$ cat src/rtl/teclado_varredura_if.sv
// Keypad pin and decoded-key bundle shared by the scanner and its environment.
// The slave side is the scanner; the master side models the keypad and the encoder.
interface teclado_varredura_if;
    logic [1:0] linhas;
    logic [1:0] colunas;
    logic [3:0] tecla;
    logic       novo;

    modport slave  (input linhas, output colunas, tecla, novo);
    modport master (output linhas, input colunas, tecla, novo);
endinterface

$ cat src/rtl/teclado_varredura.sv
// 2x2 matrix keypad scanner: column sequencing, row sampling and debounce of full scans
// into a one-hot key vector plus a single-cycle press strobe.
module teclado_varredura #(
    parameter int SCAN_DIV  = 1000,
    parameter int DEB_SCANS = 4
) (
    input  logic               clk,
    input  logic               reset,
    teclado_varredura_if.slave kp
);
    localparam int DIV_W = (SCAN_DIV > 1) ? $clog2(SCAN_DIV) : 1;
    localparam int CNT_W = $clog2(DEB_SCANS + 1);
    localparam logic [DIV_W-1:0] DIV_LAST = DIV_W'(SCAN_DIV - 1);
    localparam logic [CNT_W-1:0] CNT_TOP  = CNT_W'(DEB_SCANS);
    localparam logic [CNT_W-1:0] CNT_ONE  = CNT_W'(1);

    typedef enum logic [1:0] {
        SOLTO,
        CONFIRMA,
        PRESSIONADO,
        LIBERA
    } estado_t;

    logic [DIV_W-1:0] r_div;
    logic             r_col;
    logic [1:0]       r_colunas;
    logic [3:0]       r_raw;
    logic             r_scan_done;
    estado_t          r_estado;
    logic [3:0]       r_cand;
    logic [CNT_W-1:0] r_cnt;
    logic [3:0]       r_tecla;
    logic             r_novo;

    logic             w_slot_end;
    logic             w_raw_onehot;
    logic             w_match;
    logic [CNT_W-1:0] w_cnt_inc;

    function automatic logic is_onehot(input logic [3:0] v);
        return (v != 4'd0) && ((v & (v - 4'd1)) == 4'd0);
    endfunction

    assign w_slot_end   = (r_div == DIV_LAST);
    assign w_raw_onehot = is_onehot(r_raw);
    assign w_match      = (r_raw == r_cand);
    assign w_cnt_inc    = r_cnt + CNT_ONE;

    // Rows are sampled on the edge closing each slot so they have the whole slot to settle.
    always_ff @(posedge clk or negedge reset) begin
        if (!reset) begin
            r_div       <= '0;
            r_col       <= 1'b0;
            r_colunas   <= 2'b10;
            r_raw       <= 4'd0;
            r_scan_done <= 1'b0;
        end else begin
            r_scan_done <= w_slot_end && r_col;
            if (w_slot_end) begin
                r_div     <= '0;
                r_col     <= ~r_col;
                r_colunas <= r_col ? 2'b10 : 2'b01;
                if (r_col) begin
                    r_raw[3:2] <= ~kp.linhas;
                end else begin
                    r_raw[1:0] <= ~kp.linhas;
                end
            end else begin
                r_div <= r_div + 1'b1;
            end
        end
    end

    always_ff @(posedge clk or negedge reset) begin
        if (!reset) begin
            r_estado <= SOLTO;
            r_cand   <= 4'd0;
            r_cnt    <= '0;
            r_tecla  <= 4'd0;
            r_novo   <= 1'b0;
        end else begin
            r_novo <= 1'b0;
            if (r_scan_done) begin
                case (r_estado)
                    SOLTO: begin
                        r_tecla <= 4'd0;
                        if (w_raw_onehot) begin
                            r_cand   <= r_raw;
                            r_cnt    <= CNT_ONE;
                            r_estado <= CONFIRMA;
                        end
                    end
                    CONFIRMA: begin
                        if (w_match) begin
                            r_cnt <= w_cnt_inc;
                            if (w_cnt_inc == CNT_TOP) begin
                                r_estado <= PRESSIONADO;
                                r_tecla  <= r_cand;
                                r_novo   <= 1'b1;
                            end
                        end else begin
                            r_estado <= SOLTO;
                            r_cnt    <= '0;
                        end
                    end
                    PRESSIONADO: begin
                        r_tecla <= r_cand;
                        if (!w_match) begin
                            r_cnt    <= CNT_ONE;
                            r_estado <= LIBERA;
                        end
                    end
                    LIBERA: begin
                        // A glitch shorter than the release window keeps the key without a new strobe.
                        if (w_match) begin
                            r_estado <= PRESSIONADO;
                        end else begin
                            r_cnt <= w_cnt_inc;
                            if (w_cnt_inc == CNT_TOP) begin
                                r_estado <= SOLTO;
                                r_tecla  <= 4'd0;
                                r_cnt    <= '0;
                            end
                        end
                    end
                    default: r_estado <= SOLTO;
                endcase
            end
        end
    end

    assign kp.colunas = r_colunas;
    assign kp.tecla   = r_tecla;
    assign kp.novo    = r_novo;
endmodule

$ cat src/flat_wrapper.sv
// flat-port wrapper written by rule: the top's interface ports become plain ports
module teclado_varredura_flat 
#(
    parameter int SCAN_DIV  = 1000,
    parameter int DEB_SCANS = 4
)
  (clk, reset, kp_linhas, kp_colunas, kp_tecla, kp_novo);
  teclado_varredura_if kp_i ();
  input  logic clk;
  input  logic reset;
  input wire logic [$bits(kp_i.linhas)-1:0] kp_linhas;
  output wire logic [$bits(kp_i.colunas)-1:0] kp_colunas;
  output wire logic [$bits(kp_i.tecla)-1:0] kp_tecla;
  output wire logic [$bits(kp_i.novo)-1:0] kp_novo;
  assign kp_i.linhas = kp_linhas;
  assign kp_colunas = kp_i.colunas;
  assign kp_tecla = kp_i.tecla;
  assign kp_novo = kp_i.novo;
  teclado_varredura #(.SCAN_DIV(SCAN_DIV), .DEB_SCANS(DEB_SCANS)) u_core (.clk(clk), .reset(reset), .kp(kp_i));
endmodule
$ cat config.mk
export PLATFORM = sky130hd
export DESIGN_NAME = teclado_varredura_flat
export DESIGN_NICKNAME = d
export VERILOG_FILES = /design/src/rtl/teclado_varredura_if.sv /design/src/rtl/teclado_varredura.sv /design/src/flat_wrapper.sv
export SDC_FILE = /design/constraint.sdc
export NUM_CORES = 1
export LEC_CHECK = 0
export CAP_MARGIN = 20
export CORE_ASPECT_RATIO = 0.75
export CORE_MARGIN = 1.5
export CORE_UTILIZATION = 50
export CTS_BUF_LIST = sky130_fd_sc_hd__clkbuf_2 sky130_fd_sc_hd__clkbuf_4 sky130_fd_sc_hd__clkbuf_8
export DETAILED_ROUTE_END_ITERATION = 10
export PLACE_DENSITY = 0.69
export SYNTH_ARGS = -nofsm -noshare
export SYNTH_HDL_FRONTEND = slang
export SYNTH_SLANG_ARGS = --single-unit
$ cat constraint.sdc
create_clock -name clk -period 1.8 [get_ports clk]
set_clock_uncertainty 0.15 [all_clocks]
set_input_delay 0.27 -clock clk [delete_from_list [all_inputs] [get_ports clk]]
set_output_delay 0.27 -clock clk [all_outputs]
set_load 0.005 [all_outputs]
== After elaboration in Yosys (flattened, before gate mapping) ==
Index checks and enable logic that the tools add are counted.
Word-level totals
  register bits: 32
  input bits: 4
  output and inout port bits: 7
Operators by class
  add/sub/neg operators: 3
  equality and inequality tests: 14
  multiplexer cells: 24
  bitwise gates (word level): 3
  reductions and logical operators: 11
Operators with widths (count)
  4-bit 2-to-1 mux: 4
  4-bit case mux with 4 select lines: 1
  3-bit 2-to-1 mux: 5
  2-bit 2-to-1 mux: 7
  3-bit case mux with 4 select lines: 1
  10-bit by 1-bit adder with 10-bit output, second input constant: 1
  10-bit == test, second input constant: 1
  10-bit 2-to-1 mux: 1
  5-bit AND reduction: 2
  2-bit by 1-bit != test with 1-bit output, second input constant: 4
  2-bit case mux with 4 select lines: 1
  4-bit bitwise AND: 1
  2-bit == test, second input constant: 2
  4-bit == test: 1
  4-bit logical NOT: 1
  1-bit 2-to-1 mux: 4
  2-bit != test, second input constant: 2
  2-bit AND reduction: 2
  4-bit AND reduction: 1
  4-bit nonzero test: 1
  4-bit by 1-bit subtractor with 4-bit output, second input constant: 1
  3-bit by 1-bit adder with 3-bit output, second input constant: 1
  3-bit == test, second input constant: 1
  3-bit by 1-bit != test with 1-bit output, second input constant: 1
  other kinds (7): 8

== Logic depth before layout (Yosys ltp) ==
Gate-level depths: netlist of the first run.
  depth in word-level cells: 6
  gate-level depth with buffers: 7

== Worst setup path after synthesis of the first run ==
No wires, ideal clock.
  path kind: flip-flop to flip-flop
  start point: register u_core.r_raw[1]
  end point: register u_core.r_cand[2]
  library setup time: 128 ps
  arrival time: 1631 ps
  data required time: 1522 ps
  slack: -108 ps
  stages on the path, launching flop included: 6
  cell sequence: dfrtp_1 > or4b_4 > o211ai_1 > and3_1 > buf_4 > mux2_1
On the way
  longest elaborated chain between the ends: 5
  elaborated cells on any way between the ends: 6
Ends and longest elaborated chain
  start: declaration: RTL line teclado_varredura.sv:27  | logic [3:0] r_raw;
  start signal: assignment: RTL line teclado_varredura.sv:66  | r_raw[1:0] <= ~kp.linhas;
  4-bit by 1-bit subtractor with 4-bit output: RTL line teclado_varredura.sv:41  | return (v != 4'd0) && ((v & (v - 4'd1)) == 4'd0);
  4-bit bitwise AND: RTL line teclado_varredura.sv:41
  4-bit logical NOT: RTL line teclado_varredura.sv:41
  1-bit logical AND *: RTL line teclado_varredura.sv:41
  3-bit AND reduction (no line) *
  end signal: assignment: RTL line teclado_varredura.sv:88  | r_cand <= r_raw;
  end: declaration: RTL line teclado_varredura.sv:30  | logic [3:0] r_cand;
Mark *: on every way between the ends. The rest lies on a longest branch, timed or not.
A chain may end at the register's enable or synchronous reset.

== Worst setup path after layout of the first run ==
  start point: register u_core.r_raw[1]
  end point: register u_core.r_cand[1]
On the way
  longest elaborated chain between the ends: 5
  elaborated cells on any way between the ends: 6
Ends and longest elaborated chain (RTL line)
  4-bit by 1-bit subtractor with 4-bit output: teclado_varredura.sv:41
  4-bit bitwise AND: teclado_varredura.sv:41
  4-bit logical NOT: teclado_varredura.sv:41
  1-bit logical AND: teclado_varredura.sv:41
  3-bit AND reduction (no line)
Several ways; a longest one is shown, not always the timed one.

==> results.sh, run 1 <==
export IMPL_syn_to_final_growth_pct=32.5
export IMPL_antennaDiodeCount=0
export IMPL_rows=17
export IMPL_initial_core_util=0.541
export IMPL_io_buffers=10
export IMPL_p_int_mw=1.12
export IMPL_drt_initial_drc_count=58
export IMPL_routed_wl_um=3440
export IMPL_grt_setup_unrepaired="true"
export IMPL_yosys_warnings=0
export IMPL_setup_viol=9
export IMPL_cp_arrival_ps=1940
export IMPL_reg2reg_from="u_core.r_raw[1]"
export IMPL_hold_path_class="in2async"
export IMPL_dpl_cell_area_sq_um=1870
export IMPL_rrSetupSlack_ps=-130
export IMPL_dieHeight_um=52.5
export IMPL_grt_start_max_net_pins=32
export IMPL_relSlewSlack=0.737
export IMPL_violations="negative setup slack"
export IMPL_cts_tree="yes"
export IMPL_timing_final_ws_setup_ps=-126
export IMPL_register_area_sq_um=777
export IMPL_cts_root_buffer="clkbuf_8"
export IMPL_grt_overflow=0
export IMPL_synth_seq_cells=31
export IMPL_layout_min_cycle_time_ps=1930
export IMPL_worst_pin_slew_ps=395
export IMPL_post_route_cell_area_sq_um=2160
export IMPL_gp_congestion=0.751
export IMPL_sw_frac_of_total=0.201
export IMPL_crit_type="reg2reg"
export IMPL_ctsLongestPathBuffers=2
export IMPL_fp_dieW_um=69.0
export IMPL_final_util=0.716
export IMPL_power_leakage_nw=1.02
export IMPL_synth_async_reset_ratio=1.00
export IMPL_clkPwrFrac=0.486
export IMPL_globalRouteTotalUtil=0.218
export IMPL_seqPwrFrac=0.499
export IMPL_clock_sinks=31
export IMPL_power_switching_mw=0.281
export IMPL_cp_end_kind="flip-flop"
export IMPL_layout_nets=191
export IMPL_ant_nets=0
export IMPL_clkLatencyLatePin_ps=280
export IMPL_fmax_mhz=519
export IMPL_via_per_inst=5.64
export IMPL_finalSetupTns_ps=-695
export IMPL_syn_nets=161
export IMPL_via_count=1236
export IMPL_startpoint_type="flip-flop"
export IMPL_synth_area_sq_um=1630
export IMPL_multi_input_area_sq_um=942
export IMPL_yosys_most_used_dff="dfrtp_1"
export IMPL_layout_drive_gt1_share=0.326
export IMPL_drv_cap=0
export IMPL_combPwrFrac=0.015
export IMPL_path_max_fanout=4
export IMPL_htree_levels=2
export IMPL_reg2reg_depth=4
export IMPL_synth_distinct_cells=45
export IMPL_synth_avg_cell_area_sq_um=10.9
export IMPL_num_io_pins=11
export IMPL_hold_buffers=0
export IMPL_drc=0
export IMPL_hold_viol_final=0
export IMPL_synth_edf_count=0
export IMPL_antenna_found_initial=0
export IMPL_peakVddDrop_uv=578
export IMPL_period_share=1.07
export IMPL_grt_pass1_wl_um=5530
export IMPL_pwr_density_cell_nw_per_um2=646
export IMPL_fillers=206
export IMPL_wl_per_cell_um=15.7
export IMPL_synth_seq_area_share=0.476
export IMPL_finalMaxSlewViolations=0
export IMPL_status="finished, violations left"
export IMPL_drt_pass1_iterations=4
export IMPL_clkTransAtPathRegs_ps=70
export IMPL_synth_cells=150
export IMPL_core_sq_um=3020
export IMPL_dieArea_sq_um=3620
export IMPL_grt_pass1_vias=1157
export IMPL_dp_hpwl_um=2370
export IMPL_cts_buffers=5
export IMPL_crit_required_ps=1820
export IMPL_crit_reg2reg_capture="u_core.r_cand[1]"
## Yosys cell counts, drive strengths merged, types with 2 or more instances
master  count  share of area
xnor2       9          0.048
nand3       3         0.0092
a21o        2         0.0092
a21oi       4          0.012
or4b        2          0.017
a22o        2          0.011
o211ai      2          0.018
dfrtp      30           0.46
xor2        4          0.021
and2        2         0.0092
nor2b       3          0.011
and3        3          0.011
buf         5          0.018
o21ai       9          0.028
o21bai      2         0.0092
inv         4         0.0092
nor2       11          0.025
nor3        2         0.0092
mux2        4          0.028
nand2      13          0.030
nand4       3          0.011
a32o        5          0.031
and4        2          0.011
ha          7          0.054
clkbuf      2         0.0046
## state kept, by name, summed over array words and instances (netlist names), named ones only
register / flops
u_core.r_estado: 1
u_core.r_div: 10
u_core.r_cand: 4
u_core.kp.colunas: 2
u_core.r_scan_done: 1
u_core.r_cnt: 3
u_core.kp.tecla: 4
u_core.r_raw: 4
u_core.kp.novo: 1
## through the flow
stage	cells	worst slack [ps]	hold WS (ps)	power [mW]
floorplan	150	-98.4	-176	0.710
global placement	208	-109	288	0.732
detailed placement	208	-179	307	0.732
CTS	217	-122	233	1.41
global route	219	-167	265	1.44
finish	219	-126	221	1.40
## cell families (layout without fill, tap and decap cells)
| group | after synthesis | after routing | synth area share |
|---|---|---|---|
| xor gates and xnor gates | 13 | 13 | 0.0697 |
| and+or+nand+nor | 51 | 51 | 0.181 |
| buffers and inverters | 11 | 42 | 0.0322 |
| DFF | 31 | 31 | 0.476 |
| adders and majority gates | 7 | 7 | 0.0536 |
| muxes | 5 | 5 | 0.0337 |
| AOI/OAI and AO/OA | 32 | 32 | 0.154 |
## repair_timing
item	in CTS	in global routing
pin swaps	12	12
gates resized for setup	20	14
buffers inserted	1	2
setup endpoints to repair	15	18
gates cloned	0	0
## cell usage in the layout, fill, tap and decap left out, drive strengths merged, types with 5 or more instances in the layout
| cell type | Yosys | final |
|---|---|---|
| clkbuf | 2 | 5 |
| a32o | 5 | 5 |
| dfrtp | 30 | 30 |
| xnor2 | 9 | 9 |
| clkdlybuf4s50 | 0 | 10 |
| ha | 7 | 7 |
| nor2 | 11 | 11 |
| nand2 | 13 | 13 |
| o21ai | 9 | 9 |
| buf | 5 | 20 |
## worst max-delay path, cell delays in order, from the launching register on
cell and delay [ps]:
dfrtp_1 410, or4b_4 570, o211ai_1 110, and3_4 260
mux2_4 310
## power groups by stage
stage	Combinational [mW]	Sequential, mW	Clock (mW)
final	0.0213	0.697	0.679
after global routing	0.0245	0.696	0.721
after CTS	0.0222	0.696	0.690
after detailed placement	0.0222	0.710	0
after global placement	0.0219	0.710	0
## metal layers
metal	wire, um	GRT usage	up-vias	part of all wire
met5	0	0	-	0
met4	39	0.0588	0	0.011
met3	108	0.0774	7	0.031
met2	1600	0.338	23	0.47
met1	1690	0.291	610	0.49
li1	-	-	596	-
## cell type report
class                   count  area share
multi-input cells         108       0.436
flip-flops and latches     31       0.359
clock buffers               5      0.0318
inverters                   4     0.00694
well taps                  38      0.0220
clock inverters             3      0.0202
repair buffers             30       0.124
## worst max path at each step
stage / startpoint / endpoint / slack, ps / cells past startpoint
after floorplan: u_core.r_raw[1] / u_core.r_cand[2] / -100 / 5
after global placement: u_core.r_raw[0] / u_core.r_cand[0] / -110 / 4
after detailed placement: u_core.r_raw[0] / u_core.r_cand[0] / -180 / 4
after CTS: u_core.r_raw[1] / u_core.r_cand[0] / -120 / 4
after global routing: u_core.r_raw[1] / u_core.r_cand[1] / -170 / 4
final: u_core.r_raw[1] / u_core.r_cand[1] / -130 / 4
Power figures use the tool's default switching activity.
==> run 2: changes to the inputs <==
--- a/config.mk
+++ b/config.mk
@@ -8,10 +8,10 @@
 export CAP_MARGIN = 20
 export CORE_ASPECT_RATIO = 0.75
 export CORE_MARGIN = 1.5
-export CORE_UTILIZATION = 50
+export CORE_UTILIZATION = 40
 export CTS_BUF_LIST = sky130_fd_sc_hd__clkbuf_2 sky130_fd_sc_hd__clkbuf_4 sky130_fd_sc_hd__clkbuf_8
 export DETAILED_ROUTE_END_ITERATION = 10
-export PLACE_DENSITY = 0.69
+export PLACE_DENSITY = 0.57
 export SYNTH_ARGS = -nofsm -noshare
 export SYNTH_HDL_FRONTEND = slang
 export SYNTH_SLANG_ARGS = --single-unit
==> results.sh, run 2 (synthesized netlist as in run 1, its figures left out) <==
export IMPL_initial_core_util=0.432
export IMPL_setup_viol=7
export IMPL_largest_reg_flops=10
export IMPL_drt_initial_drc_count=43
export IMPL_period_share=1.07
export IMPL_syn_to_final_growth_pct=34.9
export IMPL_fp_dieW_um=76.8
export IMPL_crit_buf_inv=0
export IMPL_cp_num_cells=4
export IMPL_drt_pass1_iterations=4
export IMPL_grt_pass1_vias=1239
export IMPL_layout_nets=198
export IMPL_clock_sinks=31
export IMPL_fmax_mhz=522
export IMPL_slowest_delay_ps=570
export IMPL_dieArea_sq_um=4480
export IMPL_io_buffers=10
export IMPL_use_met1=0.210
export IMPL_grt_pass1_wl_um=5880
export IMPL_multi_input_area_sq_um=930
export IMPL_cp_arrival_ps=1940
export IMPL_status="finished, violations left"
export IMPL_crit_family="simple AND/OR/NAND/NOR gates"
export IMPL_hold_path_class="in2async"
export IMPL_pre_cts_ws_ps=-155
export IMPL_num_io_pins=11
export IMPL_cp_slowest_cell="or4b_4"
export IMPL_relSlewSlack=0.747
export IMPL_finalSetupTns_ps=-561
export IMPL_antenna_found_initial=0
export IMPL_peakVddDrop_uv=336
export IMPL_hold_viol_final=0
export IMPL_top_register="u_core.r_div"
export IMPL_finalMaxSlewViolations=0
export IMPL_crit_required_ps=1830
export IMPL_dp_hpwl_um=2290
export IMPL_ant_nets=0
export IMPL_dieHeight_um=58.3
export IMPL_routed_wl_um=3490
export IMPL_timing_final_ws_setup_ps=-117
export IMPL_ctsLongestPathBuffers=2
export IMPL_grt_setup_unrepaired="true"
export IMPL_drc=0
export IMPL_clkLatencyLatePin_ps=290
export IMPL_register_area_sq_um=777
export IMPL_worst_pin_slew_ps=379
export IMPL_rows=19
export IMPL_violations="negative setup slack"
export IMPL_fillers=322
export IMPL_cp_cell_sequence="or4b_4 -> o211ai_1 -> and3_4 -> mux2_4"
export IMPL_dpl_cell_area_sq_um=1920
export IMPL_globalRouteTotalUtil=0.176
export IMPL_path_max_fanout=4
export IMPL_reg2reg_depth=4
export IMPL_cts_tree="yes"
export IMPL_grt_start_max_net_pins=32
export IMPL_reg2reg_from="u_core.r_raw[2]"
export IMPL_post_route_cell_area_sq_um=2200
export IMPL_via_count=1214
export IMPL_rrSetupSlack_ps=-120
export IMPL_setup_worst_path_end="u_core.r_cand[0]"
export IMPL_cts_root_buffer="clkbuf_8"
export IMPL_htree_levels=2
export IMPL_cp_end_kind="flip-flop"
export IMPL_busiest_layer="met2"
export IMPL_cp_startpoint="u_core.r_raw[2]"
export IMPL_use_met3=0.0636
export IMPL_antennaDiodeCount=0
export IMPL_via_per_inst=5.06
export IMPL_core_sq_um=3780
export IMPL_clkTransAtPathRegs_ps=70
export IMPL_use_met2=0.295
export IMPL_startpoint_type="flip-flop"
export IMPL_layout_commonest_cell="dfrtp_1"
export IMPL_layout_min_cycle_time_ps=1920
export IMPL_power_leakage_nw=1.03
export IMPL_drv_cap=0
export IMPL_gp_congestion=0.759
export IMPL_wl_per_cell_um=14.5
export IMPL_pwr_density_cell_nw_per_um2=577
export IMPL_final_util=0.583
export IMPL_crit_type="reg2reg"
export IMPL_grt_overflow=0
export IMPL_crit_reg2reg_capture="u_core.r_cand[0]"
export IMPL_layout_common_cells="dfrtp_1, buf_4, nand2_1"
export IMPL_cts_buffers=5
export IMPL_layout_drive_gt1_share=0.351
## run 2: changes by cell type in the layout (fill, tap and decap cells not counted), sizes merged
cell and delta:
bufinv -1, clkinv -1, clkinvlp +1, clkdlybuf4s15 +1, buf +6, clkbuf +1
## run 2: layout make-up
| cell class | instances | area share |
|---|---|---|
| clock buffers | 6 | 0.0347 |
| clock inverters | 2 | 0.00568 |
| inverters | 4 | 0.00682 |
| multi-input cells | 108 | 0.422 |
| flip-flops and latches | 31 | 0.353 |
| well taps | 52 | 0.0295 |
| repair buffers | 37 | 0.148 |
## run 2: worst min path at each step
| stage | end | cells after the start | slack, ps | from |
|---|---|---|---|---|
| floorplan | async pin | 0 | -180 | reset |
| global placement | u_core.r_div[0] | 1 | 290 | u_core.r_div[0] |
| detailed placement | u_core.r_div[0] | 1 | 300 | u_core.r_div[0] |
| CTS | u_core.kp.tecla[3] | 2 | 190 | reset |
| global route | u_core.r_cand[2] | 2 | 200 | reset |
| finish | u_core.r_cand[2] | 2 | 190 | reset |
## run 2: layer usage
layer,vias to the layer above,wire [um]
met4,0,46
met2,14,1640
met3,7,130
met5,-,0
met1,590,1670
li1,603,-
## run 2: stage by stage
| stage | hold WS, ps | power (mW) | cells |
|---|---|---|---|
| final | 195 | 1.27 | 240 |
| after global routing | 204 | 1.32 | 240 |
| after CTS | 195 | 1.29 | 236 |
| after detailed placement | 300 | 0.737 | 225 |
| after global placement | 290 | 0.736 | 225 |
| after floorplan | -176 | 0.710 | 150 |
## run 2: report_power, final
group | switching [mW] | internal [mW]
registers | 0 | 0.697
clock network | 0.263 | 0.285
logic | 0.0150 | 0.0102
total | 0.278 | 0.992
## run 2: repair_timing
action,4_1_cts,5_1_grt
endpoints found under the setup margin,13,17
resized for setup,20,9
buffers inserted,3,3
cloned,0,1
hold buffers,0,0
pin swaps,12,1
## run 2: worst register-to-register path: cells and delay by family (launching register included)
family	cells	cell delay (ps)
AOI/OAI and AO/OA	1	120
DFF	1	410
muxes	1	310
and+or+nand+nor	2	830
==> run 3: changes to the inputs <==
==> constraint.sdc (replaced) <==
create_clock -name clk -period 1.8 [get_ports clk]
set_clock_uncertainty 0.15 [all_clocks]
set_input_delay 0.27 -clock clk [delete_from_list [all_inputs] [get_ports clk]]
set_output_delay 0.27 -clock clk [all_outputs]
set_load 0.05 [all_outputs]
==> results.sh, run 3 (synthesized netlist as in run 1, its figures left out) <==
export IMPL_startpoint_type="flip-flop"
export IMPL_wl_per_cell_um=14.6
export IMPL_hold_ws_ps=224
export IMPL_routed_wl_um=3600
export IMPL_dp_hpwl_um=2310
export IMPL_grt_pass1_vias=1257
export IMPL_register_area_sq_um=777
export IMPL_cp_cell_sequence="or4b_4 -> o211ai_1 -> and3_4 -> mux2_4"
export IMPL_drt_initial_drc_count=77
export IMPL_via_count=1269
export IMPL_dieArea_sq_um=4480
export IMPL_drt_pass1_iterations=4
export IMPL_relSlewSlack=0.731
export IMPL_core_sq_um=3780
export IMPL_path_max_fanout=4
export IMPL_fillers=311
export IMPL_drv_cap=0
export IMPL_status="finished, violations left"
export IMPL_largest_reg_flops=10
export IMPL_period_share=1.10
export IMPL_ctsLongestPathBuffers=2
export IMPL_grt_start_max_net_pins=32
export IMPL_power_mw=1.26
export IMPL_finalMaxSlewViolations=0
export IMPL_hold_viol_final=0
export IMPL_cts_root_buffer="clkbuf_8"
export IMPL_hold_path_class="in2async"
export IMPL_globalRouteTotalUtil=0.173
export IMPL_layoutNonFillerInstCount=247
export IMPL_grt_setup_unrepaired="true"
export IMPL_clkTransAtPathRegs_ps=70
export IMPL_ant_nets=0
export IMPL_worst_pin_slew_ps=403
export IMPL_grt_overflow=0
export IMPL_grt_pass1_wl_um=5880
export IMPL_drc=0
export IMPL_peakVddDrop_uv=521
export IMPL_layout_commonest_cell="buf_4"
export IMPL_multi_input_area_sq_um=972
export IMPL_cp_slowest_cell="or4b_4"
export IMPL_antenna_found_initial=0
export IMPL_dpl_cell_area_sq_um=1930
export IMPL_slowest_delay_ps=580
export IMPL_setup_viol=11
export IMPL_post_route_cell_area_sq_um=2280
export IMPL_crit_type="reg2reg"
export IMPL_layout_drive_gt1_share=0.436
export IMPL_layout_nets=205
export IMPL_fp_dieW_um=76.8
export IMPL_violations="negative setup slack"
export IMPL_via_per_inst=5.14
export IMPL_clkLatencyLatePin_ps=290
export IMPL_crit_required_ps=1830
export IMPL_place_inst=228
export IMPL_layout_min_cycle_time_ps=1980
export IMPL_pre_cts_ws_ps=-195
export IMPL_finalSetupTns_ps=-989
export IMPL_num_io_pins=11
export IMPL_io_buffers=10
export IMPL_gp_congestion=0.755
export IMPL_power_leakage_nw=1.08
export IMPL_fmax_mhz=506
export IMPL_syn_to_final_growth_pct=39.6
export IMPL_cp_end_kind="flip-flop"
export IMPL_cp_arrival_ps=2000
export IMPL_dieHeight_um=58.3
export IMPL_top_register="u_core.r_div"
export IMPL_timing_final_ws_setup_ps=-176
export IMPL_layout_common_cells="buf_4, dfrtp_1, nor2_1, nand2_1, o21ai_0"
export IMPL_cts_buffers=5
export IMPL_final_util=0.603
export IMPL_pwr_density_cell_nw_per_um2=555
export IMPL_cts_tree="yes"
export IMPL_clock_sinks=31
export IMPL_initial_core_util=0.432
export IMPL_rows=19
export IMPL_antennaDiodeCount=0
export IMPL_htree_levels=2
-- run 3: cell types whose count changed in the layout (fill, tap and decap cells not counted), sizes merged --
cell | previous run | this run
buf | 26 | 41
clkinvlp | 1 | 2
clkbuf | 6 | 5
clkdlybuf4s50 | 10 | 3
clkdlybuf4s15 | 1 | 0
-- run 3: timing repair --
| action | 4_1_cts | 5_1_grt |
|---|---|---|
| pin swaps | 9 | 14 |
| hold buffers | 0 | 0 |
| setup endpoints to repair | 15 | 17 |
| endpoints found under the hold margin | 0 | 0 |
| setup buffers | 4 | 7 |
| gates resized for setup | 17 | 20 |
-- run 3: layout make-up --
| type | instances | share of cell area |
|---|---|---|
| Multi-Input combinational cell | 108 | 0.426 |
| Sequential cell | 31 | 0.341 |
| Timing Repair Buffer | 44 | 0.159 |
| Clock buffer | 5 | 0.0302 |
| Tap cell | 52 | 0.0285 |
| Clock inverter | 3 | 0.00878 |
| Inverter | 4 | 0.00659 |
-- run 3: routing by layer --
| layer | wire length (um) | vias to the layer above | track usage |
|---|---|---|---|
| li1 | - | 622 | - |
| met1 | 1700 | 619 | 0.225 |
| met2 | 1740 | 21 | 0.276 |
| met3 | 113 | 7 | 0.0434 |
| met4 | 58 | 0 | 0.0873 |
| met5 | 0 | - | 0 |
-- run 3: power by group --
group / switching, mW / total (mW) / internal [mW]
Sequential: 0 / 0.696 / 0.696
Clock: 0.278 / 0.546 / 0.269
Combinational: 0.0145 / 0.0216 / 0.00710
-- run 3: worst max-delay path: cells and delay by family, from the launching register on --
kind,cells,cell delay [ps]
AO/OA/AOI/OAI,1,130
multiplexers,1,310
flip-flops,1,420
AND/OR/NAND/NOR,2,850
-- run 3: worst paths after layout --
path / start / endpoint / slack (ps) / cells past startpoint
worst min register to register: u_core.r_div[0] / u_core.r_div[0] / 290 / 1
max in group asynchronous: reset / u_core.kp.colunas[1] / 950 / 2
min in group clk: u_core.r_div[0] / u_core.r_div[0] / 290 / 1
worst max-delay path: u_core.r_raw[1] / u_core.r_cand[1] / -180 / 4
worst min-delay path: reset / u_core.kp.tecla[0] / 220 / 2
worst max register to register: u_core.r_raw[1] / u_core.r_cand[1] / -180 / 4
